[src/rtl/seq_calculator.sv]
// ---------------------------------------------------------------------------
// seq_calculator
//   Multi-cycle unsigned calculator with valid/ready handshakes on both sides.
//   ADD, SUB and MUL finish in a single execute cycle. DIV with a nonzero
//   divisor runs a restoring divider for WIDTH cycles, one quotient bit per
//   cycle, MSB first. DIV by zero takes the execute path and returns a fixed
//   answer. Only one command is in flight at a time; nothing is pipelined.
//
// Ports
//   clk          clock, all state changes on the rising edge
//   rst          asynchronous active-high reset
//   in_valid     command present on op/a/b
//   in_ready     high only while idle; a command is accepted on
//                in_valid && in_ready at a rising edge
//   op           00 ADD, 01 SUB, 10 MUL, 11 DIV
//   a, b         unsigned operands, captured on acceptance
//   out_valid    result and flags are valid; they hold until the handshake
//   out_ready    consumer takes the result on out_valid && out_ready
//   result       sum, difference, low half of product, or quotient
//   remainder    DIV remainder, 0 for the other ops
//   carry        ADD carry-out, SUB borrow, MUL overflow; 0 for DIV
//   div_by_zero  DIV with b == 0
// ---------------------------------------------------------------------------
module seq_calculator #(
    parameter int WIDTH = 4
) (
    input  logic             clk,
    input  logic             rst,
    input  logic             in_valid,
    output logic             in_ready,
    input  logic [1:0]       op,
    input  logic [WIDTH-1:0] a,
    input  logic [WIDTH-1:0] b,
    output logic             out_valid,
    input  logic             out_ready,
    output logic [WIDTH-1:0] result,
    output logic [WIDTH-1:0] remainder,
    output logic             carry,
    output logic             div_by_zero
);

    localparam logic [1:0] OP_ADD = 2'b00;
    localparam logic [1:0] OP_SUB = 2'b01;
    localparam logic [1:0] OP_MUL = 2'b10;
    localparam logic [1:0] OP_DIV = 2'b11;
    localparam int         CNT_W  = $clog2(WIDTH + 1);

    typedef enum logic [1:0] {
        S_IDLE,
        S_EXEC,
        S_DIV,
        S_DONE
    } state_t;

    state_t             state_q, state_d;
    logic [1:0]         op_q, op_d;
    logic [WIDTH-1:0]   a_q, a_d;
    logic [WIDTH-1:0]   b_q, b_d;
    // quo_q/rem_q double as the divider working registers and as the holding
    // place for the finished answer until it is copied to the output stage.
    logic [WIDTH-1:0]   quo_q, quo_d;
    logic [WIDTH-1:0]   rem_q, rem_d;
    logic               carry_p_q, carry_p_d;
    logic               dbz_p_q, dbz_p_d;
    logic [CNT_W-1:0]   cnt_q, cnt_d;

    logic               out_valid_q, out_valid_d;
    logic [WIDTH-1:0]   result_q, result_d;
    logic [WIDTH-1:0]   remainder_q, remainder_d;
    logic               carry_q, carry_d;
    logic               dbz_q, dbz_d;

    logic [WIDTH:0]     sum_w;
    logic [WIDTH:0]     diff_w;
    logic [2*WIDTH-1:0] prod_w;
    logic [WIDTH:0]     shifted_w;
    logic [WIDTH:0]     trial_w;

    assign sum_w     = {1'b0, a_q} + {1'b0, b_q};
    // Top bit of the zero-extended difference is the borrow (a < b).
    assign diff_w    = {1'b0, a_q} - {1'b0, b_q};
    assign prod_w    = {{WIDTH{1'b0}}, a_q} * {{WIDTH{1'b0}}, b_q};
    // Restoring step: bring the next dividend bit into the partial remainder
    // and try subtracting the divisor; no borrow means the quotient bit is 1.
    assign shifted_w = {rem_q, quo_q[WIDTH-1]};
    assign trial_w   = shifted_w - {1'b0, b_q};

    always_ff @(posedge clk or posedge rst) begin
        if (rst) begin
            state_q     <= S_IDLE;
            op_q        <= '0;
            a_q         <= '0;
            b_q         <= '0;
            quo_q       <= '0;
            rem_q       <= '0;
            carry_p_q   <= 1'b0;
            dbz_p_q     <= 1'b0;
            cnt_q       <= '0;
            out_valid_q <= 1'b0;
            result_q    <= '0;
            remainder_q <= '0;
            carry_q     <= 1'b0;
            dbz_q       <= 1'b0;
        end else begin
            state_q     <= state_d;
            op_q        <= op_d;
            a_q         <= a_d;
            b_q         <= b_d;
            quo_q       <= quo_d;
            rem_q       <= rem_d;
            carry_p_q   <= carry_p_d;
            dbz_p_q     <= dbz_p_d;
            cnt_q       <= cnt_d;
            out_valid_q <= out_valid_d;
            result_q    <= result_d;
            remainder_q <= remainder_d;
            carry_q     <= carry_d;
            dbz_q       <= dbz_d;
        end
    end

    always_comb begin
        state_d     = state_q;
        op_d        = op_q;
        a_d         = a_q;
        b_d         = b_q;
        quo_d       = quo_q;
        rem_d       = rem_q;
        carry_p_d   = carry_p_q;
        dbz_p_d     = dbz_p_q;
        cnt_d       = cnt_q;
        out_valid_d = out_valid_q;
        result_d    = result_q;
        remainder_d = remainder_q;
        carry_d     = carry_q;
        dbz_d       = dbz_q;

        unique case (state_q)
            S_IDLE: begin
                if (in_valid) begin
                    op_d      = op;
                    a_d       = a;
                    b_d       = b;
                    carry_p_d = 1'b0;
                    dbz_p_d   = 1'b0;
                    if (op == OP_DIV && b != '0) begin
                        quo_d   = a;
                        rem_d   = '0;
                        cnt_d   = '0;
                        state_d = S_DIV;
                    end else begin
                        state_d = S_EXEC;
                    end
                end
            end

            S_EXEC: begin
                rem_d = '0;
                unique case (op_q)
                    OP_ADD: begin
                        quo_d     = sum_w[WIDTH-1:0];
                        carry_p_d = sum_w[WIDTH];
                    end
                    OP_SUB: begin
                        quo_d     = diff_w[WIDTH-1:0];
                        carry_p_d = diff_w[WIDTH];
                    end
                    OP_MUL: begin
                        quo_d     = prod_w[WIDTH-1:0];
                        carry_p_d = |prod_w[2*WIDTH-1:WIDTH];
                    end
                    default: begin
                        // Only a zero divisor reaches EXEC with DIV.
                        quo_d   = '1;
                        rem_d   = a_q;
                        dbz_p_d = 1'b1;
                    end
                endcase
                state_d = S_DONE;
            end

            S_DIV: begin
                if (!trial_w[WIDTH]) begin
                    rem_d = trial_w[WIDTH-1:0];
                    quo_d = {quo_q[WIDTH-2:0], 1'b1};
                end else begin
                    rem_d = shifted_w[WIDTH-1:0];
                    quo_d = {quo_q[WIDTH-2:0], 1'b0};
                end
                cnt_d = cnt_q + CNT_W'(1);
                if (cnt_q == CNT_W'(WIDTH - 1)) begin
                    state_d = S_DONE;
                end
            end

            S_DONE: begin
                // First DONE cycle loads the registered output stage; after
                // that the outputs hold until the consumer takes them.
                if (!out_valid_q) begin
                    out_valid_d = 1'b1;
                    result_d    = quo_q;
                    remainder_d = rem_q;
                    carry_d     = carry_p_q;
                    dbz_d       = dbz_p_q;
                end else if (out_ready) begin
                    out_valid_d = 1'b0;
                    state_d     = S_IDLE;
                end
            end

            default: begin
                state_d = S_IDLE;
            end
        endcase
    end

    assign in_ready    = (state_q == S_IDLE);
    assign out_valid   = out_valid_q;
    assign result      = result_q;
    assign remainder   = remainder_q;
    assign carry       = carry_q;
    assign div_by_zero = dbz_q;

endmodule
[config.mk]
export PLATFORM = sky130hd
export DESIGN_NAME = seq_calculator
export DESIGN_NICKNAME = d
export VERILOG_FILES = /design/src/rtl/seq_calculator.sv
export SDC_FILE = /design/constraint.sdc
export NUM_CORES = 1
export LEC_CHECK = 0
export CORE_MARGIN = 8
export CORE_UTILIZATION = 51
export DETAILED_ROUTE_END_ITERATION = 10
export GPL_ROUTABILITY_DRIVEN = 0
export PLACE_DENSITY = 0.73
export SKIP_LAST_GASP = 1
export SYNTH_ARGS = -nofsm -noshare
export SYNTH_HDL_FRONTEND = slang
export SYNTH_SLANG_ARGS = --single-unit
[constraint.sdc]
create_clock -name clk -period 9.1 [get_ports clk]
set_clock_uncertainty 0.2 [all_clocks]
set_input_delay 1.365 -clock clk [delete_from_list [all_inputs] [get_ports clk]]
set_output_delay 1.365 -clock clk [all_outputs]
set_load 0.01 [all_outputs]
==> impl_results.md <==
- Status: finished clean
- Core area: 5010 um^2
- Fin cells: 365
- H-tree depth: 2
- Crit path DAT: 1.73 ns
- Post-synth EDFFs: 0
- Hold-fix buffers at CTS: 0
- Top post-synthesis cells by area: dfrtp_1 (35%), ha_1 (17%), mux2_2 (7.8%)
- Largest net degree at the start of global routing: 37
- DR DRC count: 0
- Vias in the first global route: 2092
- DP Cell Count: 357
- Cell count after synthesis: 267
- Register area share after synthesis: 0.346
- Postcts setup bufs: 0
- Antenna viol nets, final: 0
- FP Rows: 26
- RSZ-0062 raised after global routing: false
- Worst-path fanout max: 6
- Fill cells: 442
- Die Ht: 87.5 um
- Layout cells sized above 1: 0.102
- Clock insertion delay at the later pin of the skew report: 0.29 ns
- Critical path endpoint category: primary output
- Setup ws final: 5.80 ns
- DR vias/cell: 5.44
- CTS tree: done
- Initial Util: 0.520
- Gr ovfl total: 0
- Global-route wire length before repair: 9630 um
- Total wire length: 5420 um
- Post-synth net total: 324
- Area of the multi-input gates: 1570 um^2
- N_diodes: 0
- Async SR Flop Fraction: 1.00
- # IOs: 26
- First-pass detailed-route iteration total: 4
- CTS Buffer Depth: 2
- Achievable Freq: 0.303 GHz
- Nature of the critical path startpoint: register
- Layout net count: 351
- Post-cts sizing count: 0
- Register bit total from synthesis: 36
- Clock Sink Count: 36
- Worst Path Required: 7.54 ns
- Average wire per standard cell: 14.9 um
- Synth Flop Type: dfrtp_1
- Most frequent cells in the layout: ha_1 (36), dfrtp_1 (36), inv_1 (29)
- Slew Viols, Final: 0
- Syn_area_per_cell: 9.76 um^2
- Cell area after synthesis: 2600 um^2
- Vias post-DR: 1984
- Clk root buf: clkbuf_8
- Minimum clock period: 3.30 ns
- Final hold violation count: 0
- Antenna violations before repair: 0
- Critical path class: register to primary output
- Cell taking the most area after synthesis: dfrtp_1
- Yosys top cell area share: 0.346
- Synth cell types: 38
- Hold Path Class: register to register
- CTS buffer count: 5
- Fin crit share: 0.362
- Area Growth Syn to Fin: 16.5%
- Die span in x: 87.5 um
- Worst-path clk slew: 0.08 ns
- Rel. slew slack: 0.636
- GRT Util Overall: 0.160
- Yosys warns: 0
- Die Footprint: 7650 um^2
- Tightest Pin Transition: 0.546 ns
- Min Hold Slack: 0.278 ns
- I/O Buffers: 25
- Setup TNS: 0 ns
- Max-cap viol count: 0
- Final Setup Violations: 0
- Detailed placer's ending HPWL: 4230 um
- Pre-CTS setup slack: 5.55 ns
- Register area: 901 um^2
- Initial DRC Count: 134
-- cell usage after synthesis, drive strengths merged, types with 3 or more instances --
cell / instances
o22ai: 3
ha: 36
mux2: 19
a32oi: 4
a21o: 3
a21oi: 18
fa: 7
o21ai: 19
o211ai: 3
nand2b: 5
and2: 4
dfrtp: 36
a221oi: 5
clkbuf: 5
xnor2: 5
nor2: 20
inv: 29
nand2: 26
-- metrics by stage --
| step | cell area (um^2) | utilization |
|---|---|---|
| after floorplan | 2610 | - |
| after global placement | 2920 | 0.584 |
| after detailed placement | 2920 | 0.584 |
| after CTS | 3040 | 0.606 |
| after global routing | 3040 | 0.606 |
| final | 3040 | 0.606 |
-- worst max-delay path, cell delays in order, from the launching register on --
cell and delay, ns:
dfrtp_1 0.42, inv_1 0.15, ha_1 0.30, clkdlybuf4s50_1 0.58
-- logic make-up after synthesis --
logic type,count (synthesis),share of synthesized area
AOI/OAI and AO/OA,62,0.150
DFF,36,0.346
muxes,21,0.0913
xor gates and xnor gates,7,0.0264
and+or+nand+nor,63,0.108
adders and majority gates,43,0.227
buffers and inverters,35,0.0519
-- path summary, 6_finish.rpt --
check / startpoint / depth (start not counted) / slack (ns) / end
min reg2reg: result[0] / 2 / 0.28 / result[0]
max reg2reg: a_q[1] / 8 / 5.86 / quo_q[3]
min in group asynchronous: rst / 3 / 1.28 / result[2]
max in group asynchronous: rst / 3 / 7.10 / cnt_q[1]
min: result[0] / 2 / 0.28 / result[0]
max: state_q[1] / 3 / 5.80 / in_ready
-- metal layers --
layer | vias up | routed length [um] | track usage
met2 | 48 | 2710 | 0.268
met1 | 940 | 2390 | 0.195
met3 | 10 | 238 | 0.0387
met5 | - | 0 | 0
li1 | 986 | - | -
met4 | 0 | 94 | 0.0563
-- state kept, by name, summed over array words and instances, names as in the netlist --
| signal | flops |
|---|---|
| a_q | 4 |
| b_q | 4 |
| quo_q | 4 |
| rem_q | 4 |
| remainder | 4 |
| result | 4 |
| cnt_q | 3 |
| op_q | 2 |
| state_q | 2 |
| carry | 1 |
| carry_p_q | 1 |
| dbz_p_q | 1 |
| div_by_zero | 1 |
| out_valid | 1 |
-- final cells by class --
cell class / count / share of cell area
well taps: 70 / 0.0289
inverters: 29 / 0.0359
flip-flops and latches: 36 / 0.297
clock inverters: 3 / 0.0140
clock buffers: 5 / 0.0227
multi-input cells: 196 / 0.517
repair buffers: 26 / 0.0849
Power is left out: the tool's default activity adds up to more than one toggle a clock period on the data nets, which glitch-free logic cannot reach.
